**src/rtl/c17_pkg.sv**
```systemverilog
// Shared definitions for the C17 preimage search: widths, field bit
// positions and the scan controller state encoding.
package c17_pkg;

   localparam int C17_NUM_IN  = 5;
   localparam int C17_NUM_OUT = 2;
   localparam int C17_NUM_VEC = 32;

   // Bit positions of the C17 primary inputs inside a candidate / resp_vector
   localparam int VEC_P1GAT = 0;
   localparam int VEC_P2GAT = 1;
   localparam int VEC_P3GAT = 2;
   localparam int VEC_P6GAT = 3;
   localparam int VEC_P7GAT = 4;

   // Bit positions of the C17 primary outputs inside req_target / eval result
   localparam int TGT_P22GAT = 1;
   localparam int TGT_P23GAT = 0;

   typedef enum logic [1:0] {
      IDLE,
      SCAN,
      DONE
   } state_t;

endpackage

```
**src/rtl/c17_eval.sv**
```systemverilog
// Golden combinational C17 function: one input vector in, {p_22gat, p_23gat} out.
module c17_eval
   import c17_pkg::*;
(
   input  logic [C17_NUM_IN-1:0]  vec,
   output logic [C17_NUM_OUT-1:0] outs
);

   logic n8;
   logic n9;

   assign n8 = vec[VEC_P3GAT] & vec[VEC_P6GAT];
   assign n9 = vec[VEC_P2GAT] & ~n8;

   assign outs[TGT_P22GAT] = n9 | (vec[VEC_P1GAT] & vec[VEC_P3GAT]);
   assign outs[TGT_P23GAT] = n9 | (vec[VEC_P7GAT] & ~n8);

endmodule

```
**src/rtl/c17_preimage_search.sv**
```systemverilog
// Exhaustive inverse of C17: scans all 32 input vectors in ascending order,
// streams every vector whose outputs equal the requested pair, then emits a
// summary beat carrying the number of matches.
module c17_preimage_search
   import c17_pkg::*;
(
   input  logic                   clk,
   input  logic                   rst_n,
   input  logic                   abort,
   input  logic                   req_valid,
   output logic                   req_ready,
   input  logic [C17_NUM_OUT-1:0] req_target,
   output logic                   resp_valid,
   input  logic                   resp_ready,
   output logic [C17_NUM_IN-1:0]  resp_vector,
   output logic                   resp_done,
   output logic [5:0]             resp_count,
   output logic                   busy
);

   localparam logic [C17_NUM_IN-1:0] LAST_CAND = C17_NUM_IN'(C17_NUM_VEC - 1);

   state_t                 state;
   logic [C17_NUM_OUT-1:0] target;
   logic [C17_NUM_IN-1:0]  cand;
   logic [5:0]             count;
   logic [C17_NUM_OUT-1:0] cand_out;
   logic                   slot_free;
   logic                   hit;

   c17_eval u_eval (
      .vec  (cand),
      .outs (cand_out)
   );

   // The output register can take a new beat when empty or drained this cycle
   assign slot_free = !resp_valid || resp_ready;
   assign hit       = (cand_out == target);

   // Held low while reset is applied so no request is acknowledged during reset
   assign req_ready = rst_n && (state == IDLE);
   assign busy      = (state != IDLE);

   // Scan controller, candidate/match counters and the single-entry output slot
   always_ff @(posedge clk) begin
      if (!rst_n) begin
         state       <= IDLE;
         target      <= '0;
         cand        <= '0;
         count       <= '0;
         resp_valid  <= 1'b0;
         resp_vector <= '0;
         resp_done   <= 1'b0;
         resp_count  <= '0;
      end else begin
         case (state)
            IDLE: begin
               if (req_valid && req_ready) begin
                  target <= req_target;
                  cand   <= '0;
                  count  <= '0;
                  state  <= SCAN;
               end
            end

            SCAN: begin
               if (abort) begin
                  state      <= IDLE;
                  resp_valid <= 1'b0;
                  resp_done  <= 1'b0;
                  resp_count <= '0;
               end else if (slot_free) begin
                  if (hit) begin
                     resp_valid  <= 1'b1;
                     resp_vector <= cand;
                     resp_done   <= 1'b0;
                     resp_count  <= '0;
                     count       <= count + 6'd1;
                  end else begin
                     resp_valid <= 1'b0;
                  end
                  if (cand == LAST_CAND) begin
                     state <= DONE;
                  end else begin
                     cand <= cand + 5'd1;
                  end
               end
            end

            DONE: begin
               if (abort) begin
                  state      <= IDLE;
                  resp_valid <= 1'b0;
                  resp_done  <= 1'b0;
                  resp_count <= '0;
               end else if (resp_valid && resp_done) begin
                  if (resp_ready) begin
                     resp_valid <= 1'b0;
                     resp_done  <= 1'b0;
                     resp_count <= '0;
                     state      <= IDLE;
                  end
               end else if (slot_free) begin
                  resp_valid  <= 1'b1;
                  resp_done   <= 1'b1;
                  resp_vector <= '0;
                  resp_count  <= count;
               end
            end

            default: begin
               state <= IDLE;
            end
         endcase
      end
   end

endmodule

```
**config.mk**
```make
export PLATFORM = sky130hd
export DESIGN_NAME = c17_preimage_search
export DESIGN_NICKNAME = d
export VERILOG_FILES = /design/src/rtl/c17_pkg.sv /design/src/rtl/c17_eval.sv /design/src/rtl/c17_preimage_search.sv
export SDC_FILE = /design/constraint.sdc
export NUM_CORES = 1
export LEC_CHECK = 0
export CORE_MARGIN = 2
export CORE_UTILIZATION = 57
export CTS_CLUSTER_DIAMETER = 50
export CTS_CLUSTER_SIZE = 25
export DETAILED_ROUTE_END_ITERATION = 16
export PLACE_DENSITY = 0.81
export SYNTH_ARGS = -nofsm -noshare
export SYNTH_HDL_FRONTEND = slang
export SYNTH_SLANG_ARGS = --single-unit
export TNS_END_PERCENT = 50
```
**constraint.sdc**
```tcl
create_clock -name clk -period 3.15 [get_ports clk]
set_clock_uncertainty 0.2 [all_clocks]
set_input_delay 0.63 -clock clk [delete_from_list [all_inputs] [get_ports clk]]
set_output_delay 0.63 -clock clk [all_outputs]
set_load 0.005 [all_outputs]
```
Word-level counts from Yosys, hierarchy flattened
Index checks and enable logic that the tools add are counted.

storage, ports and cells
  register bits = 28
  latch bits = 0
  memory bits (writable) = 0
  bits in read-only memories = 0
  input port bits = 7
  output and inout port bits = 15
  logic and storage cells = 97
  memories = 0

cells by class
  add/subtract/negate cells = 2
  multipliers = 0
  div/mod/pow operators = 0
  order comparisons = 0
  eq/ne operators = 19
  shift-type cells = 0
  muxes and demuxes = 45
  bitwise logic cells = 7
  reductions and logical operators = 16

operators by type and width
  cell                   number
  $mux W6                11
  $mux W5                10
  $pmux W6 S2            2
  $pmux W5 S2            2
  $reduce_and A5 Y1      4
  $ne A3 B3 Y1 const B   5
  $mux W2                7
  $ne A2 B2 Y1 const B   7
  $mux W1                10
  $ne A4 B4 Y1 const B   2
  $reduce_and A7 Y1      1
  $add A6 B1 Y6 const B  1
  $pmux W2 S3            1
  $reduce_bool A2 Y1     3
  $add A5 B1 Y5 const B  1
  $eq A5 B5 Y1 const B   1
  $and A1 B1 Y1          4
  $pmux W1 S2            2
  $reduce_and A4 Y1      1
  $logic_and A1 B1 Y1    3
  $eq A2 B1 Y1 const B   1
  $eq A2 B2 Y1           1
  $eq A2 B2 Y1 const B   1
  $logic_not A2 Y1       1
  6 further kinds        7

Logic depth before layout (Yosys ltp)
Gate-level depths: netlist of run 1.

  depth after elaboration = 9
  gate-level depth with buffers = 8
  depth with buffers taken out = 7

Modules after synthesis
From an unflattened synthesis of run 1, not the netlist that was laid out.

second synthesis, totals
  cell total of the unflattened synthesis = 165
  area total of the unflattened synthesis = 1450.1 µm²

modules (own cells, without submodules)
  module               times used  cells an instance  area each (µm²)  sequential area each (µm²)
  c17_preimage_search  1           162                1430.1           560.5
  c17_eval             1           3                  20.0             0.0

Least setup slack after synthesis of run 1
OpenSTA, ideal clock, no wires.

  kind = input -> register
  from = input rst_n
  to = register count[4]
  library setup time = 70 ps
  data arrival time = 1877 ps
  required time = 2880 ps
  path slack = 1003 ps
  stages = 6
  path buffers = 1
  path through = buf_2 > a21boi_1 > a211oi_4 > nand3_2 > or4_1 > a21boi_1

between the ends
  longest elaborated chain between the ends = 4

ends and longest elaborated chain
  element                             RTL line                   text
  start: declaration                  c17_preimage_search.sv:8   input logic rst_n,
  $logic_and A1 B1 Y1                 c17_preimage_search.sv:41  assign req_ready = rst_n && (state == IDLE);
  $logic_and A1 B1 Y1                 c17_preimage_search.sv:58  if (req_valid && req_ready) begin
  $ne A2 B1 Y1 (no source line)       -
  $reduce_and A5 Y1 (no source line)  -
  end signal: assignment              c17_preimage_search.sv:78  count <= count + 6'd1;
  end: declaration                    c17_preimage_search.sv:26  logic [5:0] count;

Parallel ways exist; a longest one is shown, timed or not.
A chain may end at the register's enable or synchronous reset.

Worst setup path in the final report of run 1
  from = input rst_n
  to = output req_ready

between the ends
  longest elaborated chain between the ends = 1

ends and longest elaborated chain
  element              RTL line                   text
  $logic_and A1 B1 Y1  c17_preimage_search.sv:41
  end: declaration     c17_preimage_search.sv:11  output logic req_ready,

No other way between the ends.

==> impl_metrics.env, run 1 <==
export IMPL_die_h_um=54.8
export IMPL_synth_area_leaders="dfxtp_1, ha_1, mux2i_1, nand2_1, a32o_1"
export IMPL_hold_violations=0
export IMPL_chipWidth_um=54.8
export IMPL_synth_edf_count=0
export IMPL_yosys_area_top_type="dfxtp_1"
export IMPL_synth_sequential_area_ratio_pct=38.1
export IMPL_reg2reg_to="count[4]"
export IMPL_cts_sinks=28
export IMPL_synth_compound_area_share_pct=24.5
export IMPL_io_pins=22
export IMPL_max_slew_margin_pct=64.7
export IMPL_cp_required_ps=2320
export IMPL_synth_top_cell_area_share_pct=38.1
export IMPL_htree_levels=1
export IMPL_syn_area_per_cell_sq_um=9.15
export IMPL_portBuffers=21
export IMPL_hold_class="reg -> reg"
export IMPL_core_sq_um=2450
export IMPL_synthFlopType="dfxtp_1"
export IMPL_grt_pass1_vias=1202
export IMPL_path_delay_family="buffers and inverters"
export IMPL_path_max_fanout=8
export IMPL_antenna_cells=0
export IMPL_tritoncts_num_buffers=3
export IMPL_route_detailed_drc=0
export IMPL_power_frac_comb_pct=29.1
export IMPL_maxCapViolations=0
export IMPL_cp_end_kind="output port"
export IMPL_drt_vias_per_instance=6.10
export IMPL_yosys_area_share_simple_pct=20.8
export IMPL_synth_adder_area_share_pct=5.95
export IMPL_syn_area_sq_um=1470
export IMPL_drive_gt1_share_pct=7.82
export IMPL_cts_clk_slew_worst_paths_ps=160
export IMPL_synthXorXnorAreaFrac_pct=1.19
export IMPL_initial_core_util_pct=60.0
export IMPL_vdd_drop_max_uv=383
export IMPL_clockBufferDepth=2
export IMPL_startpoint_type="input pin"
export IMPL_p_sw_share_pct=32.2
export IMPL_track_usage_pct=23.7
export IMPL_ff2ff_path_depth=7
export IMPL_cts_root_buf="clkbuf_4"
export IMPL_rr_startpoint="state[1]"
export IMPL_setup_viol=0
export IMPL_tightest_slew_ps=529
export IMPL_via_count=1275
export IMPL_rsz0062_at_grt="no"
export IMPL_synthToLayoutAreaGrowth_pct=18.6
export IMPL_hold_buffers=0
export IMPL_power_switching_w=0.000287
export IMPL_wl_per_cell_um=15.1
export IMPL_drv_slew=0
export IMPL_hpwl_um=2280
export IMPL_cts_resized=0
export IMPL_p_int_w=0.000604
export IMPL_synth_fp_nets=175
export IMPL_powerDensity_nw_per_um2=510
export IMPL_p_clk_share_pct=27.5
export IMPL_rows=18
export IMPL_drtPass1Iterations=4
export IMPL_crit_arrival_ps=1850
export IMPL_antenna_found_initial=0
export IMPL_period_share_pct=85.2
export IMPL_synthCells=161
export IMPL_period_minus_slack_ps=2680
export IMPL_wirelength_um=3150
export IMPL_synth_commonest_cells="dfxtp_1, nand2_1, mux2i_1"
export IMPL_seq_power_share_pct=43.4
export IMPL_min_path_cells=2
export IMPL_synth_seq_cells=28
export IMPL_hold_start="resp_vector[1]"
export IMPL_fin_cells=209
export IMPL_grt_max_degree=29
export IMPL_dp_cells=205
export IMPL_post_cts_buffers=0
export IMPL_die_area_sq_um=3010
export IMPL_crit_chain="clkdlybuf4s50_1, and2_1, clkdlybuf4s50_1"
export IMPL_p_leak_nw=0.625
export IMPL_critPathSlowestCell="clkdlybuf4s50_1"
export IMPL_overflow=0
export IMPL_slowest_delay_ps=570
export IMPL_r2r_slack_ps=630
export IMPL_fin_nets=194
export IMPL_critPathBufInv=2
export IMPL_gp_congestion=0.843
export IMPL_antenna_left=0
export IMPL_synth_distinct_cells=43
export IMPL_synth_top_family_by_area="compound AO/OA/AOI/OAI gates"
export IMPL_path_common_cell="clkdlybuf4s50_1"
export IMPL_yosysMostFrequentCell="dfxtp_1"
export IMPL_synth_async_sr_flop_share_pct=0
export IMPL_synth_area_mux_share_pct=5.44
export IMPL_fmax_ghz=0.373
export IMPL_critPathKind="in -> out"
export IMPL_clkLatencyLatePin_ps=340
export IMPL_worstHoldEndpoint="resp_vector[1]"
export IMPL_fin_tns_setup_ps=0
export IMPL_fill_cells=191
export IMPL_grt_pass1_wl_um=5130
export IMPL_status="completed"
export IMPL_drt_iter0_markers=33
export IMPL_synth_warnings=0
export IMPL_cts_tree="built"
-- routing by layer --
metal	track usage [%]	up-vias	routed length, um
met5	0	-	0
met4	9.58	0	52
met3	3.01	7	136
met2	39.7	35	1520
met1	30.5	602	1440
li1	-	631	-
-- sequential cells by signal (all words and copies together), names as in the netlist --
register     flops
resp_count       6
resp_done        1
target           2
state            2
cand             5
resp_valid       1
resp_vector      5
count            6
-- cell families (layout without fill, tap and decap cells) --
kind of cell / count (synthesis) / after routing
adder cells (fa/ha/maj): 7 / 7
AO/OA/AOI/OAI: 44 / 44
buffers and inverters: 15 / 33
multiplexers: 8 / 8
XOR/XNOR: 2 / 2
flip-flops: 28 / 28
AND/OR/NAND/NOR: 57 / 57
-- worst min-delay path, stage by stage, from the launching register on --
cell	delay, ps
dfxtp_1	340
nand2_1	50
mux2i_1	50
-- per-stage QoR --
stage / power, W / cell area, sq um / util [%] / setup slack (ps) / hold slack (ps)
6_report: 0.000891 / 1750 / 71.2 / 466 / 269
5_1_grt: 0.000928 / 1750 / 71.2 / 391 / 291
4_1_cts: 0.000889 / 1750 / 71.2 / 453 / 275
3_5_place_dp: 0.000650 / 1690 / 69.0 / 377 / 255
3_3_place_gp: 0.000643 / 1690 / 69.0 / 427 / 243
2_1_floorplan: 0.000579 / 1470 / - / 1000 / 241
-- power groups by stage --
stage | Sequential, W | Combinational (W) | Clock [W]
3_3_place_gp | 0.000394 | 0.000249 | 0
3_5_place_dp | 0.000394 | 0.000256 | 0
5_1_grt | 0.000389 | 0.000284 | 0.000255
2_1_floorplan | 0.000391 | 0.000188 | 0
6_report | 0.000387 | 0.000260 | 0.000245
4_1_cts | 0.000386 | 0.000259 | 0.000244
-- how the worst max path moves through the flow --
stage	from	endpoint	slack [ps]	cells after the start
after floorplan	rst_n	count[4]	1000	6
after global placement	rst_n	count[4]	430	6
after detailed placement	rst_n	count[2]	380	6
after CTS	rst_n	req_ready	450	3
after global routing	rst_n	req_ready	390	3
final	rst_n	req_ready	470	3
-- cell type report --
cell class | count | area (sq um) | area share, %
Clock inverter | 1 | 30.0 | 1.72
Inverter | 7 | 26.3 | 1.50
Tap cell | 30 | 37.5 | 2.15
Timing Repair Buffer | 22 | 218 | 12.5
Clock buffer | 3 | 22.5 | 1.29
Sequential cell | 28 | 561 | 32.1
Multi-Input combinational cell | 118 | 852 | 48.8
-- layout by cell type, fill, tap and decap left out, types with 2 or more instances in the layout --
cell type        instances
a21boi_0                 5
a21boi_1                 2
a21oi_1                  4
a32o_1                   6
and2_1                   3
clkbuf_4                 3
clkdlybuf4s50_1         21
dfxtp_1                 28
ha_1                     7
inv_1                    7
mux2i_1                  8
nand2_1                 18
nand2b_1                 3
nand3_1                  7
nand3b_1                 5
nand4_1                  3
nor2_1                   6
nor2b_1                  4
o2111ai_1                2
o211ai_1                 2
o21ai_0                  6
o311ai_0                 2
o31ai_1                  3
or2_2                    2
or3_1                    2
(Power assumes the default switching activity.)
==> run 2: changes to the inputs <==
--- a/config.mk
+++ b/config.mk
@@ -6,11 +6,11 @@
 export NUM_CORES = 1
 export LEC_CHECK = 0
 export CORE_MARGIN = 2
-export CORE_UTILIZATION = 57
+export CORE_UTILIZATION = 48
 export CTS_CLUSTER_DIAMETER = 50
 export CTS_CLUSTER_SIZE = 25
 export DETAILED_ROUTE_END_ITERATION = 16
-export PLACE_DENSITY = 0.81
+export PLACE_DENSITY = 0.73
 export SYNTH_ARGS = -nofsm -noshare
 export SYNTH_HDL_FRONTEND = slang
 export SYNTH_SLANG_ARGS = --single-unit
==> constraint.sdc (replaced) <==
create_clock -name clk -period 2.4 [get_ports clk]
set_clock_uncertainty 0.2 [all_clocks]
set_input_delay 0.48 -clock clk [delete_from_list [all_inputs] [get_ports clk]]
set_output_delay 0.48 -clock clk [all_outputs]
set_load 0.005 [all_outputs]
==> run 2 against run 1 <==
Compared with the run above:
- via count up 4.3%
- sequential power up 32%
- clock-buffer cell count unchanged
- wire length up 3.1%
- non-clock buffer count is 13 higher
- core utilization shrank 8.6 points
- die area rose by 17%
- first-iteration DRC count grew 120%
- flip-flop and latch count is the same
- clock power increased by 31%
- largest cell class unchanged
- highest routed layer unchanged
==> impl_metrics.env, run 2 (synthesis results as in run 1) <==
export IMPL_wl_per_cell_um=14.4
export IMPL_layout_commonest_cell="dfxtp_1"
export IMPL_track_usage_pct=20.8
export IMPL_clockBufferDepth=2
export IMPL_vdd_drop_max_uv=408
export IMPL_powerDensity_nw_per_um2=672
export IMPL_cts_clk_slew_worst_paths_ps=150
export IMPL_crit_chain="clkdlybuf4s50_1, and2_1, clkdlybuf4s50_1"
export IMPL_route_detailed_drc=0
export IMPL_power_frac_comb_pct=33.6
export IMPL_cp_required_ps=1720
export IMPL_setup_viol=0
export IMPL_antenna_left=0
export IMPL_path_delay_family="buffers and inverters"
export IMPL_p_leak_nw=0.688
export IMPL_critPathBufInv=2
export IMPL_cp_end_kind="output port"
export IMPL_cts_tree="built"
export IMPL_grt_max_degree=18
export IMPL_htree_levels=1
export IMPL_cts_sinks=28
export IMPL_power_switching_w=0.000395
export IMPL_drt_vias_per_instance=5.91
export IMPL_clkLatencyLatePin_ps=350
export IMPL_synthToLayoutAreaGrowth_pct=26.5
export IMPL_chipWidth_um=59.4
export IMPL_finalInstanceArea_sq_um=1860
export IMPL_p_int_w=0.000857
export IMPL_path_common_cell="clkdlybuf4s50_1"
export IMPL_io_pins=22
export IMPL_layout_common_cells="dfxtp_1, clkdlybuf4s50_1, nand2_1"
export IMPL_portBuffers=21
export IMPL_via_count=1330
export IMPL_fin_tns_setup_ps=0
export IMPL_drv_slew=0
export IMPL_core_sq_um=2980
export IMPL_drive_gt1_share_pct=16.1
export IMPL_initial_core_util_pct=49.5
export IMPL_tritoncts_num_buffers=3
export IMPL_critPathKind="in -> out"
export IMPL_antenna_cells=0
export IMPL_fill_cells=260
export IMPL_drtPass1Iterations=4
export IMPL_hpwl_um=2490
export IMPL_status="completed"
export IMPL_drt_iter0_markers=72
export IMPL_total_power_w=0.00125
export IMPL_die_h_um=59.4
export IMPL_reg_top3="count x6, resp_count x6"
export IMPL_rows=20
export IMPL_placed_area_sq_um=1800
export IMPL_maxCapViolations=0
export IMPL_hold_class="reg -> reg"
export IMPL_tightest_slew_ps=343
export IMPL_grt_pass1_vias=1276
export IMPL_die_area_sq_um=3530
export IMPL_p_sw_share_pct=31.5
export IMPL_overflow=0
export IMPL_rsz0062_at_grt="no"
export IMPL_slowest_delay_ps=540
export IMPL_wirelength_um=3250
export IMPL_fin_nets=207
export IMPL_path_max_fanout=4
export IMPL_max_slew_margin_pct=76.9
export IMPL_p_clk_share_pct=25.7
export IMPL_antenna_found_initial=0
export IMPL_period_minus_slack_ps=2340
export IMPL_utilization_pct=62.6
export IMPL_crit_arrival_ps=1660
export IMPL_period_share_pct=97.7
export IMPL_gp_congestion=0.808
export IMPL_fmax_ghz=0.427
export IMPL_post_cts_buffers=0
export IMPL_cts_root_buf="clkbuf_4"
export IMPL_startpoint_type="input pin"
export IMPL_seq_power_share_pct=40.8
export IMPL_grt_pass1_wl_um=5640
export IMPL_critPathSlowestCell="clkdlybuf4s50_1"
export IMPL_hold_violations=0
-- run 2: cell types whose count changed in the layout (fill, tap and decap cells not counted) --
| cell | before | now |
|---|---|---|
| ha_4 | 0 | 1 |
| ha_1 | 7 | 5 |
| inv_2 | 0 | 2 |
| ha_2 | 0 | 1 |
| buf_4 | 1 | 14 |
| inv_1 | 7 | 5 |
-- run 2: path summary, 6_finish.rpt --
kind                            slack [ps]           start  cells after the start             end
worst max-delay path                    60           rst_n                      3       req_ready
worst min-delay path                   270  resp_vector[1]                      2  resp_vector[1]
worst max register to register         230        state[1]                      8        count[3]
worst min register to register         270  resp_vector[1]                      2  resp_vector[1]
-- run 2: repair_timing --
action                                  CTS  global route
resized for setup                         1             4
pin swaps                                 0             0
endpoints found under the setup margin    1             4
hold buffers                              0             0
-- run 2: layer usage --
metal | global-route usage [%] | part of all wire [%]
met2 | 35.8 | 50
met1 | 25.6 | 44
met4 | 10.4 | 2.5
met5 | 0 | 0
met3 | 2.18 | 2.9
-- run 2: power groups by stage --
stage	clock network [W]	logic, W	registers (W)
3_3_place_gp	0	0.000393	0.000516
2_1_floorplan	0	0.000247	0.000513
3_5_place_dp	0	0.000407	0.000518
5_1_grt	0.000340	0.000461	0.000514
6_report	0.000321	0.000420	0.000510
4_1_cts	0.000325	0.000410	0.000509
-- run 2: metrics by stage --
stage	setup WS [ps]	hold WS (ps)	cells
CTS	2.29	269	225
global route	3.99	294	225
global placement	74.3	241	221
finish	56.3	266	225
detailed placement	0.112	245	221
floorplan	303	241	161
-- run 2: final cells by class --
cell class                      count  area, sq um  area share [%]
Multi-Input combinational cell    118          867            46.5
Sequential cell                    28          561            30.1
Clock buffer                        3         22.5            1.21
Inverter                            7         26.3            1.41
Timing Repair Buffer               35          315            16.9
Clock inverter                      1         30.0            1.61
Tap cell                           33         41.3            2.22
-- run 2: worst min-delay path: stages, from the launching register on --
cell	delay [ps]
dfxtp_1	340
nand2_1	50
mux2i_1	50
==> variant 1 (flow settings as in run 1) <==
Reset style: asynchronous (`rst_n`), changed in one clocked block.
--- a/src/rtl/c17_preimage_search.sv
+++ b/src/rtl/c17_preimage_search.sv
@@ -43,5 +43,5 @@
 
    // Scan controller, candidate/match counters and the single-entry output slot
-   always_ff @(posedge clk) begin
+   always_ff @(posedge clk or negedge rst_n) begin
       if (!rst_n) begin
          state       <= IDLE;
Formal check against the unedited RTL: differs if rst_n is asserted again (counterexample within 4 cycles, from zero or initial values and one cycle with rst_n low); with rst_n held inactive, the same outputs for 10 cycles.
==> variant 1 against run 1 <==
Synthesized area rose by 2.0%; wire length fell by 4.9%; final area rose by 4.4%; sequential cell count did not move; worst setup slack improved by 0.021 ns; sequential share of layout area rose by 6.3 points; critical path type unchanged; critical endpoint unchanged.
Power is not compared: it rests on default switching activity, and its combinational part moved more than twofold at a synthesized area within 25%.
==> variant 1: results (changes against run 1) <==
Post-synthesis xor/xnor area fraction -> 2.25% (+1.1 points)
RR Endpoint -> count[5]
Tot GR Track Use -> 21.0% (-2.7 points)
Vias per cell -> 6.08 (-0.30%)
Distinct cells, synth -> 45 (+4.7%)
Num CTS Buffers -> 3 (unchanged)
Seq/Total Area, Yosys -> 46.7% (+8.6 points)
GRT met2 Usage -> 33.8% (-5.8 points)
HPWL Detailed -> 2260 um (-0.64%)
Vias in the first global route -> 1161 (-3.4%)
Met2 wire len -> 1470 um (-3.6%)
Outcome -> finished, final reports clean
Max stage delay on crit path -> 0.55 ns (-0.02 ns)
M3 GR Usage -> 2.81% (-0.20 points)
Syn_nets -> 151 (-14%)
Grt met1 use -> 28.7% (-1.9 points)
Synth top area cells -> dfrtp_1, a22o_1, ha_1
WL per Instance -> 15.4 um (+2.5%)
Iter 0 DRT Violations -> 32 (-3.0%)
Initial antenna violation count -> 0 (unchanged)
Arr. time, crit path -> 1.83 ns (-0.02 ns)
Ys async rst share -> 100% (+100 points)
Critical Path Fanout Max -> 4 (-4)
Clk root buf -> clkbuf_4
Main synth FF type -> dfrtp_1
Synth Area in Compound Gates -> 22.9% (-1.6 points)
RePlAce Congestion -> 0.774 (-8.3%)
Top cells by count, synth -> dfrtp_1, nand2_1, a22o_1
Fraction of layout cells with a size suffix above 1 -> 14.6% (+6.8 points)
Post-CTS setup buffers -> 0 (unchanged)
Synth Area in Adders -> 5.83% (-0.11 points)
Global-route wire length before repair -> 5220 um (+1.8%)
R2R setup slack -> 0.86 ns (+0.23 ns)
Multiplexer share of the synthesized area -> 4.25% (-1.2 points)
DR WL met3 -> 66 um (-51%)
Worst R2R Start -> state[0]
Largest net degree at the start of global routing -> 21 (-28%)
Port bufs -> 21 (unchanged)
Post-Route M1 WL -> 1410 um (-1.7%)
Hold Crit Start -> resp_vector[0]
Worst-Margin Slew -> 0.564 ns (+0.0347 ns)
Nets -> 179 (-7.7%)
==> variant 1: cell types whose count changed in the layout (fill, tap and decap cells not counted), sizes merged, moves of 4 or more <==
cell,delta
mux2i,-5
a21boi,-6
a22o,+11
buf,+4
dfxtp,-28
nand2,-6
nand3b,-5
a32o,-5
dfrtp,+28
==> variant 1: cells by family (layout without fill, tap and decap cells) <==
family	count (synthesis)	after routing
buffers and inverters	8	35
multiplexers	6	6
AO/OA/AOI/OAI	39	39
XOR/XNOR	3	3
adder cells (fa/ha/maj)	7	7
AND/OR/NAND/NOR	46	46
flip-flops	28	28
==> variant 1: critical path: cells and delay by family <==
kind / cells / cell delay, ns
buf+inv: 2 / 1.05
simple gates: 1 / 0.15
==> variant 1: power by group <==
part / total (uW) / internal, uW / leakage [uW] / switching (uW)
Combinational: 703 / 317 / 0.000414 / 386
Clock: 237 / 129 / 0.0000279 / 108
Sequential: 501 / 427 / 0.000380 / 74.3
==> variant 1: how the worst min path moves through the flow <==
stage                     end  slack, ns  cells after the start
2_1_floorplan         cand[0]       0.13                      0
3_3_place_gp   resp_vector[0]       0.29                      1
3_5_place_dp   resp_vector[0]       0.29                      1
4_1_cts        resp_vector[0]       0.32                      1
5_1_grt        resp_vector[3]       0.35                      1
6_report       resp_vector[0]       0.32                      1
==> variant 1: cell type report <==
class,count,area (um2)
multi-input combinational,101,766
sequential,28,701
fill,176,654
timing repair buffer,26,248
tap,30,37.5
clock inverter,1,30.0
clock buffer,3,22.5
inverter,5,18.8
==> variant 1: per-stage QoR <==
stage	cells	power [uW]	cell area (um2)	worst slack (ns)
after floorplan	137	990	1500	0.999
after global placement	190	1180	1770	0.476
after detailed placement	190	1200	1770	0.496
after CTS	194	1440	1820	0.488
after global routing	194	1550	1820	0.463
final	194	1440	1820	0.487
==> variant 2 (flow settings as in run 1) <==
Made on the original files. `C17_NUM_IN`: 5 -> 6.
--- a/src/rtl/c17_pkg.sv
+++ b/src/rtl/c17_pkg.sv
@@ -3,5 +3,5 @@
 package c17_pkg;
 
-   localparam int C17_NUM_IN  = 5;
+   localparam int C17_NUM_IN  = 6;
    localparam int C17_NUM_OUT = 2;
    localparam int C17_NUM_VEC = 32;
Ports: changed (resized resp_vector); port bits go from 22 to 23. No check against the original RTL was run, so the function may have changed too.
==> variant 2 against run 1 <==
Critical path depth rose by 1; wire length rose by 11%; worst setup slack got worse by 0.0029 ns; synthesized area increased by 12%; power is 11% lower; final area is 12% higher; sequential cell count up 2.
==> variant 2: results (changes against run 1) <==
Max stage delay on crit path -> 0.51 ns (-0.06 ns)
1st-pass router iterations -> 4 (unchanged)
Post-Route WL -> 3510 um (+11%)
Vias per cell -> 6.03 (-1.2%)
Ys async rst share -> 0% (unchanged)
Worst-Margin Slew -> 0.531 ns (+0.00191 ns)
Initial antenna violation count -> 0 (unchanged)
H-tree depth -> 2 (+1)
Worst-Skew Late Latency -> 0.33 ns
Cell depth of the worst flop-to-flop path -> 7 (unchanged)
Pleak -> 0.000664 uW (+6.3%)
Diodes inserted -> 0 (unchanged)
Multiplexer share of the synthesized area -> 4.85% (-0.59 points)
Distinct cells, synth -> 46 (+7.0%)
Seq/Total Area, Yosys -> 36.4% (-1.7 points)
Global-route wire length before repair -> 6020 um (+17%)
Post-synthesis xor/xnor area fraction -> 3.11% (+1.9 points)
Peak supply drop -> 0.341 mV (-11%)
Nets -> 220 (+13%)
RePlAce Congestion -> 0.846 (+0.27%)
Tot GR Track Use -> 23.4% (-0.28 points)
Fraction of layout cells with a size suffix above 1 -> 12.0% (+4.1 points)
Synth Area in Compound Gates -> 26.5% (+2.1 points)
Synth Area in Adders -> 3.79% (-2.2 points)
Crit path max-delay family -> buffers and inverters
Clock transition at the registers of the reported paths -> 0.09 ns (-0.07 ns)
Critical Path Fanout Max -> 2 (-6)
Min-Delay Path Class -> reg2reg
Port bufs -> 22 (+4.8%)
Iter 0 DRT Violations -> 49 (+48%)
Synth top area cells -> dfxtp_1, mux2i_1, nand2_1
DP Area -> 1900 um2 (+12%)
Placed cell count -> 232 (+13%)
Via count -> 1447 (+13%)
Clk root buf -> clkbuf_4
Total grt overflow -> 0 (unchanged)
Num CTS Buffers -> 5 (+2)
Largest net degree at the start of global routing -> 28 (-3.4%)
Outcome -> finished, final reports clean
Top cells by count, synth -> dfxtp_1, nand2_1, a21oi_1
Slowest CP cell -> clkdlybuf4s50_1
Syn_nets -> 195 (+11%)
Post-CTS Resized -> 0 (unchanged)
Yosys warning total -> 0 (unchanged)
Arr. time, crit path -> 1.86 ns
WHS Path Cells -> 2 (unchanged)
Post-Synthesis Cells -> 183 (+14%)
Post-CTS setup buffers -> 0 (unchanged)
HPWL Detailed -> 2680 um (+18%)
variant 2: final timing paths:
check,endpoint,start,slack (ns)
hold / removal,resp_vector[1],resp_vector[1],0.27
setup reg to reg,cand[5],state[1],0.81
setup / recovery,req_ready,rst_n,0.46
hold reg to reg,resp_vector[1],resp_vector[1],0.27
variant 2: kinds of logic (layout without fill, tap and decap cells):
family          Yosys count  after routing
compound gates           54             54
xor+xnor                  5              5
fa+ha+maj                 5              5
buf+inv                  13             39
flops                    30             30
mux                       8              8
simple gates             68             68
variant 2: stage by stage:
step	hold slack, ns	setup slack (ns)	util [%]	power (uW)
floorplan	0.251	1.12	-	506
global placement	0.242	0.469	68.7	549
detailed placement	0.255	0.458	68.7	553
CTS	0.270	0.457	71.1	796
global route	0.296	0.412	71.1	830
finish	0.266	0.463	71.1	791
variant 2: worst min-delay path, delay by kind of cell, from the launching register on:
kind | cells | cell delay, ns
multiplexers | 1 | 0.05
flip-flops | 1 | 0.32
AND/OR/NAND/NOR | 1 | 0.05
variant 2: power by group:
part	leakage, uW	switching [uW]	internal (uW)
Clock	0.0000343	139	107
Sequential	0.000242	10.0	387
Combinational	0.000388	88.2	60.6
variant 2: area by class of cell:
cell class	instances	area [um2]
multi-input cells	140	991
fillers	243	798
flip-flops and latches	30	601
repair buffers	25	243
clock buffers	6	51.3
well taps	31	38.8
inverters	6	22.5
clock inverters	2	12.5
variant 2: routing by layer:
layer,share of wire (%),GRT usage [%],wire (um),vias to the layer above
met4,1.5,9.63,53,0
met3,4.1,5.36,144,6
li1,-,-,-,723
met1,45,28.6,1600,685
met2,49,39.8,1710,33
met5,0,0,0,-
